[config.mk]
export PLATFORM = sky130hd
export DESIGN_NAME = mul_seq_ctrl
export DESIGN_NICKNAME = d
export VERILOG_FILES = /design/src/rtl/mul_seq_ctrl.sv
export SDC_FILE = /design/constraint.sdc
export NUM_CORES = 1
export LEC_CHECK = 0
export BUFFER_PORTS_ARGS = -buffer_cell sky130_fd_sc_hd__clkbuf_2
export CAP_MARGIN = 25
export CORE_MARGIN = 8
export CORE_UTILIZATION = 60
export DETAILED_ROUTE_END_ITERATION = 6
export PLACE_DENSITY = 0.87
export SLEW_MARGIN = 25
export SYNTH_ARGS = -nofsm -noshare
export SYNTH_HDL_FRONTEND = slang
export SYNTH_SLANG_ARGS = --single-unit
[constraint.sdc]
create_clock -name clk -period 9.5 [get_ports clk]
set_input_delay 1.425 -clock clk [delete_from_list [all_inputs] [get_ports clk]]
set_output_delay 1.425 -clock clk [all_outputs]
set_load 0.01 [all_outputs]
[src/rtl/mul_seq_ctrl.sv]
// mul_seq_ctrl: multi-cycle RV32M MUL/MULH/MULHSU/MULHU controller driving an external ripple-carry adder.
// Optional MUL_ZERO_SKIP_EN: a zero operand bypasses the shift-and-add loop and completes in one cycle.
module mul_seq_ctrl #(
  parameter int XLEN = 32
) (
  input  logic            clk,
  input  logic            rst,
  input  logic            start,
  input  logic [1:0]      op,
  input  logic [XLEN-1:0] rs1,
  input  logic [XLEN-1:0] rs2,
  output logic            busy,
  output logic            done,
  output logic [XLEN-1:0] result,
  output logic [XLEN-1:0] add_a,
  output logic [XLEN-1:0] add_b,
  output logic            add_cin,
  input  logic [XLEN-1:0] add_sum,
  input  logic            add_cout
);

  localparam int CW = (XLEN > 2) ? $clog2(XLEN) : 1;
  localparam logic [CW-1:0] CNT_LAST = CW'(XLEN - 1);
  localparam logic [CW-1:0] CNT_ONE  = CW'(1);
  localparam logic [XLEN-1:0] ONE    = XLEN'(1);

  typedef enum logic [2:0] {
    S_IDLE,
    S_CALC,
    S_NEG_LO,
    S_NEG_HI,
    S_DONE
  } state_t;

  state_t          state;
  logic [1:0]      op_q;
  logic            neg_q;
  logic            carry_q;
  logic [CW-1:0]   cnt;
  logic [XLEN-1:0] acc_hi;
  logic [XLEN-1:0] acc_lo;
  logic [XLEN-1:0] mcand;

  // Operand decode at acceptance: signedness, magnitudes and sign of the final product.
  logic            s1, s2;
  logic            rs1_neg, rs2_neg;
  logic            start_neg;
  logic [XLEN-1:0] m1, m2;

  always_comb begin
    s1        = (op == 2'b01) || (op == 2'b10);
    s2        = (op == 2'b01);
    rs1_neg   = s1 & rs1[XLEN-1];
    rs2_neg   = s2 & rs2[XLEN-1];
    m1        = rs1_neg ? (~rs1 + ONE) : rs1;
    m2        = rs2_neg ? (~rs2 + ONE) : rs2;
    start_neg = rs1_neg ^ rs2_neg;
  end

`ifdef MUL_ZERO_SKIP_EN
  logic zero_op;
  assign zero_op = (rs1 == '0) || (rs2 == '0);
`endif

  // Shifted accumulator after one CALC iteration: {cout, sum, acc_lo[XLEN-1:1]}.
  logic [XLEN-1:0] calc_hi;
  logic [XLEN-1:0] calc_lo;

  assign calc_hi = {add_cout, add_sum[XLEN-1:1]};
  assign calc_lo = {add_sum[0], acc_lo[XLEN-1:1]};

  always_comb begin
    add_a   = '0;
    add_b   = '0;
    add_cin = 1'b0;
    case (state)
      S_CALC: begin
        add_a = acc_hi;
        add_b = acc_lo[0] ? mcand : '0;
      end
      S_NEG_LO: begin
        add_a   = ~acc_lo;
        add_cin = 1'b1;
      end
      S_NEG_HI: begin
        add_a   = ~acc_hi;
        add_cin = carry_q;
      end
      default: begin
        add_a   = '0;
        add_b   = '0;
        add_cin = 1'b0;
      end
    endcase
  end

  always_ff @(posedge clk or posedge rst) begin
    if (rst) begin
      state   <= S_IDLE;
      op_q    <= 2'b00;
      neg_q   <= 1'b0;
      carry_q <= 1'b0;
      cnt     <= '0;
      acc_hi  <= '0;
      acc_lo  <= '0;
      mcand   <= '0;
      busy    <= 1'b0;
      done    <= 1'b0;
      result  <= '0;
    end else begin
      done <= 1'b0;
      case (state)
        S_IDLE: begin
          if (start) begin
            op_q   <= op;
            neg_q  <= start_neg;
            acc_hi <= '0;
            cnt    <= '0;
            busy   <= 1'b1;
`ifdef MUL_ZERO_SKIP_EN
            if (zero_op) begin
              acc_lo <= '0;
              mcand  <= '0;
              result <= '0;
              done   <= 1'b1;
              state  <= S_DONE;
            end else begin
              acc_lo <= m1;
              mcand  <= m2;
              state  <= S_CALC;
            end
`else
            acc_lo <= m1;
            mcand  <= m2;
            state  <= S_CALC;
`endif
          end
        end
        S_CALC: begin
          acc_hi <= calc_hi;
          acc_lo <= calc_lo;
          cnt    <= cnt + CNT_ONE;
          if (cnt == CNT_LAST) begin
            if (neg_q) begin
              state <= S_NEG_LO;
            end else begin
              // Result is registered with the last accumulator update so it is valid alongside done.
              state  <= S_DONE;
              done   <= 1'b1;
              result <= (op_q == 2'b00) ? calc_lo : calc_hi;
            end
          end
        end
        S_NEG_LO: begin
          acc_lo  <= add_sum;
          carry_q <= add_cout;
          state   <= S_NEG_HI;
        end
        S_NEG_HI: begin
          acc_hi <= add_sum;
          state  <= S_DONE;
          done   <= 1'b1;
          result <= (op_q == 2'b00) ? acc_lo : add_sum;
        end
        S_DONE: begin
          state <= S_IDLE;
          busy  <= 1'b0;
        end
        default: begin
          state <= S_IDLE;
          busy  <= 1'b0;
        end
      endcase
    end
  end

endmodule

==> run metrics <==
Sw Share 0.4062; DP Cell Count 1435; pins over their slew limit 0; internal power consumption 1.966 mW; Die ar. 0.02001 sq mm; Syn Inst Count 1094; largest net degree at the start of global routing 84; setup TNS 0 ns; post-cts sizing count 0; Max Freq 265.5 MHz; Most Frequent Cell on Critical Path nor2_1; Startpoint Class flip-flop; worst min path class reg -> reg; Hold Path Sink result[8]; starting utilization of the core area 0.6032; commonest cells after routing, fill and taps aside 200 x clkbuf_2, 141 x dfrtp_1, 121 x nor2_1; clk root buf clkbuf_16; area grow syn2layout 18.29%; Clock power frac 0.229; switching power total 1.345 mW; CP top delay family flip-flops; IO Count 201; Setup Viol. Count Final 0; Main synth FF type dfrtp_1; Crit-path slowest cell dfrtp_1; setup bufs post-CTS 0; ys async rst share 1.000; Tmin final 3.766 ns; clock buffer depth 2; HPWL after DPL 20560 microns; Die Y 141.5 microns; share of cells above drive strength 1 0.2436; CTS tree yes; skew final 0.01004 ns; Remaining DRCs 21; clk sinks 142; grt ovf 0; Netlist cell types 59; post-route ant nets 0; R2R Path Start state[2]; Leak Pwr 5.265 nW; Finished Layout Cells 1468; initial antenna violation count 2; vias in the first global route 8996; period utilization 0.3965; RSZ-0062 raised after global routing false; Mapped Area 0.009443 sq mm; Critical Path End Type output pin; share of total power in combinational logic 0.428; Mapped Nets 1201; First-pass DRT Iterations 7; WL/cell 20.01 microns; commonest non-fill, non-tap cell in the layout clkbuf_2; Bufs and invs on worst path 2; Fin. Hold Viols 0; HP Start result[8]; via count 9362; Post-synth EDFFs 0; RR Endpoint acc_lo[23]; routed wire length 29380 microns; gr usage total 0.2911; status finished with violations; PortBufs 200; pin slew with the least headroom to its limit 0.9716 ns; Critical Path RT 8.08 ns; Max Cap Violations 0; Layout Utilization 0.7135; PwrDens 296.5 mW/mm^2; overall die width 141.5 microns; Clock Latency Late Sink 0.42 ns; Max IR drop VDD 196.9 uV; Placeable Area 0.01566 sq mm; first-pass GRT wire length 46960 microns; Synth warnings 0; Post-CTS Hold Buffers 0; Rows 46; Hold Crit Depth 2; critical path type reg -> out; CTS HTree Levels 4; drt first-iter violations 1586; Cell Chain, Critical Path nand2b_1 > buf_4 > nor2_1 > a21oi_1 > nor2_1 > clkbuf_2; sequential share of power 0.343; CP Max Fanout 34; Max-slew headroom 0.3523; flops & latches, synth 142; Reg clk slew, reported paths 0.06 ns; Critical Path AT 2.34 ns; R2R setup slack 6.32 ns; GPL Wtd Cong 0.9300; post-synthesis sequential area ratio 0.3763; nets@finish 1346; vias per cell 6.377; Mean Syn Cell Area 8.631 sq um; delay of the slowest critical-path stage 0.82 ns; CTS Buf Count 17; Worst Reg-to-Reg Cells 6; diodes inserted 0; failing checks design-rule violations
==> cell usage after synthesis (8+ instances only) <==
library cell    n  share of area
or4_1          10         0.0079
o21ai_0        63          0.033
dfrtp_1       142           0.38
o31ai_1        10         0.0079
o211ai_1        9         0.0072
a221oi_1       10         0.0093
o21ai_1        13         0.0069
mux2_2         16          0.019
nand2_1       116          0.046
a31oi_1        20          0.013
nor4_1         14         0.0093
and3_1         41          0.027
clkbuf_1       67          0.027
o22ai_1         8         0.0053
mux4_2         18          0.043
nor3_1         20          0.011
inv_1          48          0.019
xor2_1         48          0.045
nor2_1        124          0.049
or3_1          10         0.0066
nor2b_1         9         0.0060
a222oi_1       38          0.040
xnor2_1        26          0.024
nand2b_1       17          0.011
a21oi_1        84          0.045
buf_2          14         0.0074
a211oi_1       13          0.010
nand3_1        10         0.0053
==> layer usage <==
| layer | global-route usage | part of all wire |
|---|---|---|
| met1 | 0.3811 | 0.39 |
| met3 | 0.08770 | 0.13 |
| met2 | 0.4463 | 0.46 |
| met5 | 0 | 0.00065 |
| met4 | 0.1114 | 0.024 |
==> worst register-to-register path: cells and delay by family, from the launching register on <==
kind                   cells  cell delay (ns)
AOI/OAI and AO/OA          1             0.46
and+or+nand+nor            4             1.60
buffers and inverters      1             0.37
DFF                        1             0.66
==> power by group through the flow <==
stage / sequential [mW] / clock, mW / combinational [mW]
after global routing: 1.16 / 0.789 / 1.56
after global placement: 1.11 / 0 / 1.35
after CTS: 1.12 / 0.764 / 1.40
final: 1.13 / 0.759 / 1.42
after detailed placement: 1.13 / 0 / 1.39
after floorplan: 1.05 / 0 / 0.949
==> cell type report <==
type | count | area, sq um
multi-input cells | 814 | 5364
fillers | 1231 | 4486
flip-flops and latches | 142 | 3555
repair buffers | 216 | 1134
clock buffers | 22 | 454.2
well taps | 216 | 270.3
clock inverters | 10 | 207.7
inverters | 48 | 185.2
==> stage by stage <==
step / instance area (sq um) / hold WS (ns) / setup slack [ns] / power [mW]
5_1_grt: 11170 / 0.4867 / 5.625 / 3.516
2_1_floorplan: 9443 / 0.4418 / 4.265 / 1.996
6_report: 11170 / 0.4642 / 5.734 / 3.311
4_1_cts: 11150 / 0.4682 / 5.794 / 3.283
3_3_place_gp: 10490 / 0.4487 / 5.825 / 2.456
3_5_place_dp: 10490 / 0.4557 / 5.768 / 2.512
==> cells by family after synthesis <==
kind of cell               synth area share
AOI/OAI and AO/OA                    0.2035
xor gates and xnor gates            0.06864
adders and majority gates          0.006625
buffers and inverters               0.05923
DFF                                  0.3763
muxes                               0.06532
and+or+nand+nor                      0.2204
==> flip-flops by register name, summed over array words and instances, names as in the netlist <==
signal   cells
carry_q      1
busy         1
acc_hi      32
done         1
state        3
result      32
mcand       32
op_q         2
cnt          5
neg_q        1
acc_lo      32
==> worst max-delay path by stage <==
stage                  start    endpoint  slack [ns]  depth (start not counted)
global placement       start  acc_lo[23]        5.83                          7
finish              state[0]   add_a[10]        5.73                          6
floorplan                rst   acc_hi[0]        4.27                          1
CTS                 state[0]   add_a[10]        5.79                          6
detailed placement     start  acc_lo[23]        5.77                          7
global route        state[0]   add_a[27]        5.63                          6
(Power assumes the default switching activity.)
